==> config.mk <==
export PLATFORM = sky130hd
export DESIGN_NAME = mmio_timer_pwm
export DESIGN_NICKNAME = d
export VERILOG_FILES = /design/src/rtl/mmio_timer_pwm_pkg.sv /design/src/rtl/mmio_timer_pwm_channel.sv /design/src/rtl/mmio_timer_pwm.sv
export SDC_FILE = /design/constraint.sdc
export NUM_CORES = 1
export LEC_CHECK = 0
export ABC_AREA = 1
export CAP_MARGIN = 40
export CORE_ASPECT_RATIO = 1.4
export CORE_MARGIN = 4
export CORE_UTILIZATION = 55
export CTS_BUF_LIST = sky130_fd_sc_hd__clkbuf_16
export DETAILED_ROUTE_END_ITERATION = 6
export GPL_TIMING_DRIVEN = 0
export PLACE_DENSITY = 0.77
export SETUP_SLACK_MARGIN = 0.1
export SLEW_MARGIN = 0
export SYNTH_ARGS = -nofsm -noshare
export SYNTH_HDL_FRONTEND = slang
export SYNTH_SLANG_ARGS = --single-unit
==> constraint.sdc <==
create_clock -name clk -period 10.1 [get_ports clk]
set_input_delay 2.525 -clock clk [delete_from_list [all_inputs] [get_ports clk]]
set_output_delay 2.525 -clock clk [all_outputs]
set_load 0.05 [all_outputs]
==> src/rtl/mmio_timer_pwm_pkg.sv <==
// mmio_timer_pwm_pkg: shared definitions for the MMIO timer/PWM block.
//   - byte offsets of the registers inside the 256-byte window
//   - CTRL bit positions
//   - access-size encoding carried on funct3[1:0]
//   - lane_merge(): folds a byte/half/word store into an existing word
package mmio_timer_pwm_pkg;

  localparam logic [7:0] OFF_CTRL   = 8'h00;
  localparam logic [7:0] OFF_STATUS = 8'h04;
  localparam logic [7:0] OFF_MICROS = 8'h08;
  localparam logic [7:0] OFF_MILLIS = 8'h0C;
  localparam logic [7:0] OFF_CMP    = 8'h10;
  localparam logic [7:0] OFF_RELOAD = 8'h14;
  localparam logic [7:0] OFF_DUTY0  = 8'h20;

  localparam int unsigned CTRL_PWM_EN = 0;
  localparam int unsigned CTRL_TMR_EN = 1;
  localparam int unsigned CTRL_IRQ_EN = 2;

  typedef enum logic [1:0] {
    SZ_BYTE = 2'b00,
    SZ_HALF = 2'b01,
    SZ_WORD = 2'b10
  } size_e;

  // Byte goes to lane addr[1:0]; half goes to lanes {1,0} or {3,2} by addr[1].
  function automatic logic [31:0] lane_merge(input logic [31:0] old_word,
                                             input logic [31:0] wdata,
                                             input size_e       size,
                                             input logic [1:0]  lane);
    logic [31:0] w;
    w = old_word;
    case (size)
      SZ_BYTE: w[{lane, 3'b000} +: 8] = wdata[7:0];
      SZ_HALF: begin
        if (lane[1]) w[31:16] = wdata[15:0];
        else         w[15:0]  = wdata[15:0];
      end
      default: w = wdata;
    endcase
    return w;
  endfunction

endpackage

==> src/rtl/mmio_timer_pwm_channel.sv <==
// pwm_channel: one PWM output with double-buffered duty.
//   i_clk, i_rst      clock, async active-high reset
//   i_wr, i_wdata     CPU write into the duty shadow register
//   i_cnt, i_pwm_en   shared period counter and global enable
//   o_shadow          shadow duty for read-back
//   o_pwm             registered output, polarity set by ACTIVE_LOW
module pwm_channel
  import mmio_timer_pwm_pkg::*;
#(
  parameter int unsigned PWM_BITS   = 8,
  parameter bit          ACTIVE_LOW = 1'b1
) (
  input  logic                i_clk,
  input  logic                i_rst,
  input  logic                i_wr,
  input  logic [PWM_BITS-1:0] i_wdata,
  input  logic [PWM_BITS-1:0] i_cnt,
  input  logic                i_pwm_en,
  output logic [PWM_BITS-1:0] o_shadow,
  output logic                o_pwm
);

  logic [PWM_BITS-1:0] r_shadow;
  logic [PWM_BITS-1:0] r_active;
  logic                r_out;
  logic                w_load;

  // Active duty follows the shadow only at the period boundary, or freely while idle.
  assign w_load = ~i_pwm_en | (i_cnt == '1);

  always_ff @(posedge i_clk or posedge i_rst) begin
    if (i_rst) begin
      r_shadow <= '0;
      r_active <= '0;
      r_out    <= ACTIVE_LOW;
    end else begin
      if (i_wr)   r_shadow <= i_wdata;
      if (w_load) r_active <= r_shadow;
      r_out <= (i_pwm_en && (i_cnt < r_active)) ? ~ACTIVE_LOW : ACTIVE_LOW;
    end
  end

  assign o_shadow = r_shadow;
  assign o_pwm    = r_out;

endmodule

==> src/rtl/mmio_timer_pwm.sv <==
// mmio_timer_pwm: memory-mapped micros/millis time base, compare timer with
// auto-reload and sticky interrupt, and PWM_CHANNELS double-buffered PWM outputs.
//   clk, reset   clock, async active-high reset
//   funct3       access size on [1:0] (byte/half/word)
//   wren         write strobe (qualified by window hit)
//   address      byte address; window = BASE_ADDR[31:8]
//   data_in      write data
//   data_out     registered read data (0 when no hit)
//   hit          registered window hit of the previous address
//   pwm_out      PWM outputs
//   irq          pending & irq_en
module mmio_timer_pwm
  import mmio_timer_pwm_pkg::*;
#(
  parameter logic [31:0] BASE_ADDR    = 32'hFFFFFF00,
  parameter int unsigned CLK_FREQ     = 12000000,
  parameter int unsigned PWM_CHANNELS = 4,
  parameter int unsigned PWM_BITS     = 8,
  parameter bit          ACTIVE_LOW   = 1'b1
) (
  input  logic                    clk,
  input  logic                    reset,
  input  logic [2:0]              funct3,
  input  logic                    wren,
  input  logic [31:0]             address,
  input  logic [31:0]             data_in,
  output logic [31:0]             data_out,
  output logic                    hit,
  output logic [PWM_CHANNELS-1:0] pwm_out,
  output logic                    irq
);

  if ((CLK_FREQ == 0) || ((CLK_FREQ % 1000000) != 0)) begin : g_bad_clk
    $error("CLK_FREQ must be a non-zero multiple of 1000000");
  end
  if (BASE_ADDR[7:0] != 8'h00) begin : g_bad_base
    $error("BASE_ADDR must be 256-byte aligned");
  end
  if ((PWM_CHANNELS < 1) || (PWM_CHANNELS > 8)) begin : g_bad_ch
    $error("PWM_CHANNELS must be 1..8");
  end
  if ((PWM_BITS < 2) || (PWM_BITS > 16)) begin : g_bad_bits
    $error("PWM_BITS must be 2..16");
  end

  localparam logic [31:0] PRESC_MAX = 32'(CLK_FREQ / 1000000 - 1);

  logic [2:0]          r_ctrl;
  logic                r_pending;
  logic [31:0]         r_presc;
  logic [9:0]          r_sub;
  logic [31:0]         r_micros;
  logic [31:0]         r_millis;
  logic [31:0]         r_cmp;
  logic [31:0]         r_reload;
  logic [PWM_BITS-1:0] r_pwm_cnt;

  logic                w_sel;
  logic [7:0]          w_off;
  size_e               w_sz;
  logic                w_we;
  logic                w_lane0;
  logic [31:0]         w_rdata;
  logic [31:0]         w_wdata;
  logic                w_us_tick;
  logic [31:0]         w_us_next;
  logic                w_cmp_hit;
  logic [PWM_BITS-1:0] w_shadow [PWM_CHANNELS];
  logic                w_unused;

  assign w_sel    = (address[31:8] == BASE_ADDR[31:8]);
  assign w_off    = {address[7:2], 2'b00};
  assign w_sz     = size_e'(funct3[1:0]);
  assign w_we     = wren & w_sel;
  assign w_unused = funct3[2];

  // STATUS is W1C, so only the store lane that actually carries bit 0 may clear it.
  assign w_lane0 = (w_sz != SZ_BYTE && w_sz != SZ_HALF) ||
                   (w_sz == SZ_BYTE && address[1:0] == 2'b00) ||
                   (w_sz == SZ_HALF && !address[1]);

  always_comb begin
    w_rdata = '0;
    case (w_off)
      OFF_CTRL:   w_rdata = {29'd0, r_ctrl};
      OFF_STATUS: w_rdata = {31'd0, r_pending};
      OFF_MICROS: w_rdata = r_micros;
      OFF_MILLIS: w_rdata = r_millis;
      OFF_CMP:    w_rdata = r_cmp;
      OFF_RELOAD: w_rdata = r_reload;
      default: begin
        for (int unsigned i = 0; i < PWM_CHANNELS; i++) begin
          if (w_off == OFF_DUTY0 + 8'(4 * i)) w_rdata = 32'(w_shadow[i]);
        end
      end
    endcase
  end

  // Sub-word stores merge into the current register content.
  assign w_wdata = lane_merge(w_rdata, data_in, w_sz, address[1:0]);

  assign w_us_tick = (r_presc == PRESC_MAX);
  assign w_us_next = r_micros + 32'd1;
  assign w_cmp_hit = w_us_tick & r_ctrl[CTRL_TMR_EN] & (w_us_next == r_cmp);

  always_ff @(posedge clk or posedge reset) begin
    if (reset) begin
      r_ctrl    <= '0;
      r_pending <= 1'b0;
      r_presc   <= '0;
      r_sub     <= '0;
      r_micros  <= '0;
      r_millis  <= '0;
      r_cmp     <= '0;
      r_reload  <= '0;
      r_pwm_cnt <= '0;
      data_out  <= '0;
      hit       <= 1'b0;
    end else begin
      r_presc <= w_us_tick ? '0 : r_presc + 32'd1;
      if (w_us_tick) begin
        r_micros <= w_us_next;
        r_sub    <= (r_sub == 10'd999) ? '0 : r_sub + 10'd1;
        if (r_sub == 10'd999) r_millis <= r_millis + 32'd1;
      end

      if (w_we && w_off == OFF_CTRL) r_ctrl <= w_wdata[2:0];

      if (w_cmp_hit)
        r_pending <= 1'b1;
      else if (w_we && w_off == OFF_STATUS && w_lane0 && data_in[0])
        r_pending <= 1'b0;

      // A CPU store to CMP overrides the reload add on a coincident hit.
      if (w_we && w_off == OFF_CMP)
        r_cmp <= w_wdata;
      else if (w_cmp_hit && r_reload != '0)
        r_cmp <= r_cmp + r_reload;

      if (w_we && w_off == OFF_RELOAD) r_reload <= w_wdata;

      r_pwm_cnt <= r_ctrl[CTRL_PWM_EN] ? r_pwm_cnt + 1'b1 : '0;

      data_out <= w_sel ? w_rdata : '0;
      hit      <= w_sel;
    end
  end

  for (genvar g = 0; g < PWM_CHANNELS; g++) begin : g_ch
    pwm_channel #(
      .PWM_BITS  (PWM_BITS),
      .ACTIVE_LOW(ACTIVE_LOW)
    ) u_ch (
      .i_clk   (clk),
      .i_rst   (reset),
      .i_wr    (w_we && (w_off == OFF_DUTY0 + 8'(4 * g))),
      .i_wdata (w_wdata[PWM_BITS-1:0]),
      .i_cnt   (r_pwm_cnt),
      .i_pwm_en(r_ctrl[CTRL_PWM_EN]),
      .o_shadow(w_shadow[g]),
      .o_pwm   (pwm_out[g])
    );
  end

  assign irq = r_pending & r_ctrl[CTRL_IRQ_EN];

endmodule

==> impl_metrics.json <==
{
  "status": "completed",
  "syn_inst": 2566,
  "hold_slack_ns": 0.464,
  "drtIter0Drc": 1949,
  "min_period_over_period": 0.580,
  "cts_buffer_depth": 3,
  "ctsHoldBuffers": 0,
  "synth_edf_count": 0,
  "wire_per_inst_um": 20.9,
  "dpl_cell_area_um2": 20000,
  "critical_path_required_ns": 10.56,
  "path_class": "input port to register",
  "grt_pass1_wl_um": 102000,
  "synth-seq-area-share": 0.390,
  "r2r-end": "r_cmp[0]",
  "hold_path_class": "register to register",
  "path_max_fanout": 10,
  "grt_pass1_vias": 18331,
  "grt_max_degree": 41,
  "drv_slew": 0,
  "power_density_nw_per_um2": 117,
  "htreeDepth": 1,
  "cts_made_buffers": 30,
  "rsz0062_at_grt": "false",
  "finalHoldViolCount": 0,
  "crit_end": "r_cmp[20]",
  "fin_skew_ns": 0.0124,
  "dp.cells": 3133,
  "instances_no_fill": 3188,
  "finalNetCount": 2865,
  "cts_tree": "done",
  "power_mw": 2.46,
  "die_h_um": 223,
  "drive_above_1_share": 0.0455,
  "initial_core_util": 0.559,
  "grt_antenna_before_repair": 0,
  "wl_um": 66700,
  "vias": 18476,
  "syn_nets": 2706,
  "synthesis.area_um2": 18200,
  "vias_per_cell": 5.80,
  "dp_worst_setup_slack_ns": 3.90,
  "clk_pin_slew_ns": 0.06,
  "hold_path.startpoint": "r_presc[0]",
  "row_count": 78,
  "ys.flop_type": "dfrtp_1",
  "die-area_um2": 36000,
  "hpwl_um": 53400,
  "min_period_ns": 5.86,
  "rrSetupSlack_ns": 6.87,
  "antenna_left": 0,
  "cp.arrival_ns": 6.32,
  "clock_latency_ns": 0.57,
  "reg2regPathDepth": 15,
  "fill_cells": 2890,
  "ys_warn_count": 0,
  "postCtsSetupBuffers": 0,
  "io_buffers": 106,
  "cap_violations": 0,
  "critPathLaunchType": "input port",
  "postLayoutCoreUtil": 0.648,
  "drc_errors": 0,
  "layout_setup_ws_ns": 4.24,
  "place_congestion": 1.05,
  "async_flop_share": 1.00,
  "ios": 108,
  "setup_viol": 0,
  "vdd_drop_max_mv": 0.106,
  "fin_tns_setup_ns": 0,
  "timing.fmax_mhz": 171,
  "cp-end-kind": "register",
  "cts_root_buf": "clkbuf_16",
  "die_w_um": 162,
  "track_usage": 0.365,
  "cts_num_sinks": 283,
  "synth_seq_cells": 283,
  "syn_to_final_growth_pct": 16.0,
  "cts-resized-gates": 0,
  "coreArea_um2": 32500,
  "avgSynthCellArea_um2": 7.08,
  "firstDrtPassIters": 6,
  "r2r-start": "r_micros[0]",
  "worst_pin_slew_ns": 1.10,
  "n_antenna_cell": 0,
  "ys_types": 58,
  "final_area_um2": 21100,
  "overflow": 0,
  "setup.worst_path.start": "address[7]",
  "power.leakage_nw": 9.93,
  "timing.max_slew.rel_slack": 0.265
}
-- metal layers --
metal | share of wire | global-route usage
met5 | 0 | 0
met4 | 0.091 | 0.267
met2 | 0.49 | 0.629
met1 | 0.36 | 0.411
met3 | 0.061 | 0.0484
-- flip-flops by register name (all words and copies together), names as in the netlist --
name and count:
data_out 32, g_ch.u_ch.o_shadow 32, g_ch.u_ch.r_active 32, r_cmp 32
r_micros 32, r_millis 32, r_presc 32, r_reload 32
r_sub 10, r_pwm_cnt 8, g_ch.u_ch.o_pwm 4, r_ctrl 3
hit 1, r_pending 1
-- kinds of logic (layout without fill, tap and decap cells) --
kind of cell             after synthesis  after routing  share of synthesized area
buffers and inverters                392            574                     0.0839
adder cells (fa/ha/maj)               70             70                     0.0487
XOR/XNOR                              72             72                     0.0363
AND/OR/NAND/NOR                     1319           1319                      0.305
AO/OA/AOI/OAI                        430            430                      0.136
flip-flops                           283            283                      0.390
-- Yosys cell counts (2+ instances only) --
cell type | instances | share of area
nor2_1 | 256 | 0.053
and2_1 | 2 | 0.00069
nand4_1 | 48 | 0.017
dfrtp_1 | 279 | 0.38
a31oi_1 | 3 | 0.0010
buf_6 | 3 | 0.0019
nand2_1 | 762 | 0.16
nand3_1 | 165 | 0.045
nor4_1 | 24 | 0.0083
o21bai_1 | 4 | 0.0017
a211o_1 | 3 | 0.0014
clkbuf_1 | 50 | 0.010
dfstp_2 | 4 | 0.0058
a22oi_1 | 18 | 0.0074
xor2_1 | 51 | 0.025
a41oi_1 | 2 | 0.00096
or2_2 | 9 | 0.0031
a211oi_1 | 12 | 0.0050
clkinv_1 | 6 | 0.0012
o21a_1 | 10 | 0.0041
nor3_2 | 2 | 0.0011
nor3_1 | 31 | 0.0085
a221oi_1 | 7 | 0.0034
nand2_2 | 3 | 0.0010
o221ai_1 | 10 | 0.0048
a21o_1 | 4 | 0.0017
a21boi_0 | 4 | 0.0017
a21oi_1 | 82 | 0.023
inv_1 | 312 | 0.065
o2111ai_1 | 4 | 0.0019
buf_4 | 5 | 0.0021
inv_2 | 3 | 0.00062
nor2_2 | 6 | 0.0021
o21ai_1 | 4 | 0.0011
o211ai_1 | 9 | 0.0037
nor2_4 | 3 | 0.0019
xnor2_1 | 19 | 0.0092
buf_1 | 4 | 0.00083
o21ai_0 | 216 | 0.060
ha_1 | 69 | 0.048
o22ai_1 | 33 | 0.011
buf_2 | 9 | 0.0025
-- layout make-up --
type | instances | area, µm² | area share
multi-input cells | 1891 | 9550 | 0.453
flip-flops and latches | 283 | 7090 | 0.336
repair buffers | 127 | 1310 | 0.0624
inverters | 321 | 1210 | 0.0574
clock buffers | 31 | 776 | 0.0368
well taps | 440 | 551 | 0.0261
plain buffers | 71 | 319 | 0.0151
clock inverters | 24 | 268 | 0.0127
-- power by group --
group / internal (mW) / switching (mW)
clock network: 0.689 / 0.500
registers: 1.13 / 0.0000000149
logic: 0.0464 / 0.0904
-- worst min-delay path by stage --
stage                       to  slack (ns)  cells past startpoint
finish              r_presc[0]        0.46                      1
floorplan           r_presc[0]        0.43                      1
CTS                 r_presc[0]        0.47                      1
global route        r_presc[0]        0.50                      1
global placement    r_presc[0]        0.44                      1
detailed placement  r_presc[0]        0.46                      1
-- cells in the final DEF, fill, tap and decap left out, types with 33 or more instances in the layout --
cell type        synthesis  layout
a21oi_1                 82      82
clkbuf_1                50      50
clkdlybuf4s50_1          0     106
dfrtp_1                279     279
ha_1                    69      69
inv_1                  312     313
nand2_1                762     762
nand3_1                165     165
nand4_1                 48      48
nor2_1                 256     256
o21ai_0                216     216
o22ai_1                 33      33
xor2_1                  51      51
-- critical path, cell delays in order --
cell	delay, ns
clkdlybuf4s50_1	0.46
nor2_1	0.09
buf_2	0.19
nand3_1	0.31
clkbuf_1	0.61
nor2_1	0.08
a21oi_1	0.34
nand2_1	0.32
inv_1	0.16
nor2_1	0.05
a221oi_1	0.85
o21ai_0	0.17
nand2_1	0.11
nand2_1	0.05
Power figures use the tool's default switching activity.
==> RTL change, RTL diff (config.mk and constraints unchanged) <==
`PWM_BITS` is set to 8 in 2 places; all go to 12.
--- a/src/rtl/mmio_timer_pwm_channel.sv
+++ b/src/rtl/mmio_timer_pwm_channel.sv
@@ -7,7 +7,7 @@
 module pwm_channel
   import mmio_timer_pwm_pkg::*;
 #(
-  parameter int unsigned PWM_BITS   = 8,
+  parameter int unsigned PWM_BITS   = 12,
   parameter bit          ACTIVE_LOW = 1'b1
 ) (
   input  logic                i_clk,
--- a/src/rtl/mmio_timer_pwm.sv
+++ b/src/rtl/mmio_timer_pwm.sv
@@ -15,7 +15,7 @@
   parameter logic [31:0] BASE_ADDR    = 32'hFFFFFF00,
   parameter int unsigned CLK_FREQ     = 12000000,
   parameter int unsigned PWM_CHANNELS = 4,
-  parameter int unsigned PWM_BITS     = 8,
+  parameter int unsigned PWM_BITS     = 12,
   parameter bit          ACTIVE_LOW   = 1'b1
 ) (
   input  logic                    clk,
Behaviour: not the same (Yosys sat finds a counterexample within 4 cycles, from zero or initial values and one cycle with reset high).
==> RTL change against the original RTL <==
Sequential power grew 13%; sequential cell count up 36; die area is 10% higher; worst setup slack gained 0.020 ns; largest cell class unchanged; count of clock-buffer cells in the layout is 5 higher; design area up 9.8%; via count grew 9.6%; synthesized cell count up 7.8%; sequential share of layout area up 0.90 points; area after synthesis rose by 11%; maximum frequency is 0.35% higher; routed wire length increased by 10%; total power is 15% higher.
==> RTL change: results (changes against the original RTL) <==
Critical R2R Launch=r_cmp[0]; nonclk inv count=323 (+0.62%); ClkCell Share=0.0526 (+0.00306); share of cells above drive strength 1=0.0438 (-0.00170); global-route met1 utilization=0.425 (+0.0135); crit path to=r_reload[10]; FF-to-FF path depth=14 (-1); Inserted Clock Buffers=35 (+17%); outcome=completed; worst skew pair latency=0.55 ns (-0.02 ns); PortBufs=105 (-0.94%); critical path's largest stage delay=0.61 ns (-0.24 ns); met2 usage=0.618 (-0.0112); GP Congestion=1.10 (+4.7%); wire length per cell=21.6 um (+3.3%); CP max-delay cell=nor2_2; H-tree Lvls=2 (+1); placed cell area=21900 um^2 (+9.4%); Clk pwr share=0.494 (+0.011); sequential-to-total area share from yosys stat=0.398 (+0.00736); synth unique cells=52 (-10%); NetSw=0.661 mW (+12%); CLK BUF=36 (+16%); worst reg2reg setup slack=6.61 ns (-0.26 ns); area taken by multi-input logic gates=10500 um^2 (+9.9%); CTS Sinks=319 (+13%); combinational power share=0.053 (-0.003); final net count=3075 (+7.3%); Fill cells=3278 (+13%); Multi-In Gates=2035 (+7.6%); Sequential Power=1.28 mW (+13%); Arrival @ worst endpoint=6.23 ns (-0.09 ns); multi-input combinational area share=0.454 (+0.000710); peak supply drop=146 uV (+38%)
-- RTL change: cell types whose count changed after synthesis, sizes merged, moves of 9 or more --
cell    unedited run  this run
dfrtp            279       315
a21oi             82       116
o21ai            220       248
nand3            166       146
nor3              33        51
o22ai             33        16
ha                69        85
a22oi             18        32
clkbuf            50        64
nor4              24        35
o211ai             9        19
nand2            766       775
-- RTL change: per-stage QoR --
step                      cells  setup WS (ns)
after floorplan            2766           3.33
final                      3408           4.26
after detailed placement   3344           3.88
after CTS                  3408           4.35
after global routing       3408           4.06
after global placement     3333           1.19
-- RTL change: cell families after synthesis --
family | synth area share
and+or+nand+nor | 0.285
DFF | 0.398
buffers and inverters | 0.0799
xor gates and xnor gates | 0.0371
AOI/OAI and AO/OA | 0.142
adders and majority gates | 0.0539
muxes | 0.00449
-- RTL change: layer usage --
layer | part of all wire | wire [um]
met5 | 0 | 0
met4 | 0.093 | 6820
met3 | 0.067 | 4910
met2 | 0.48 | 35100
met1 | 0.36 | 26800
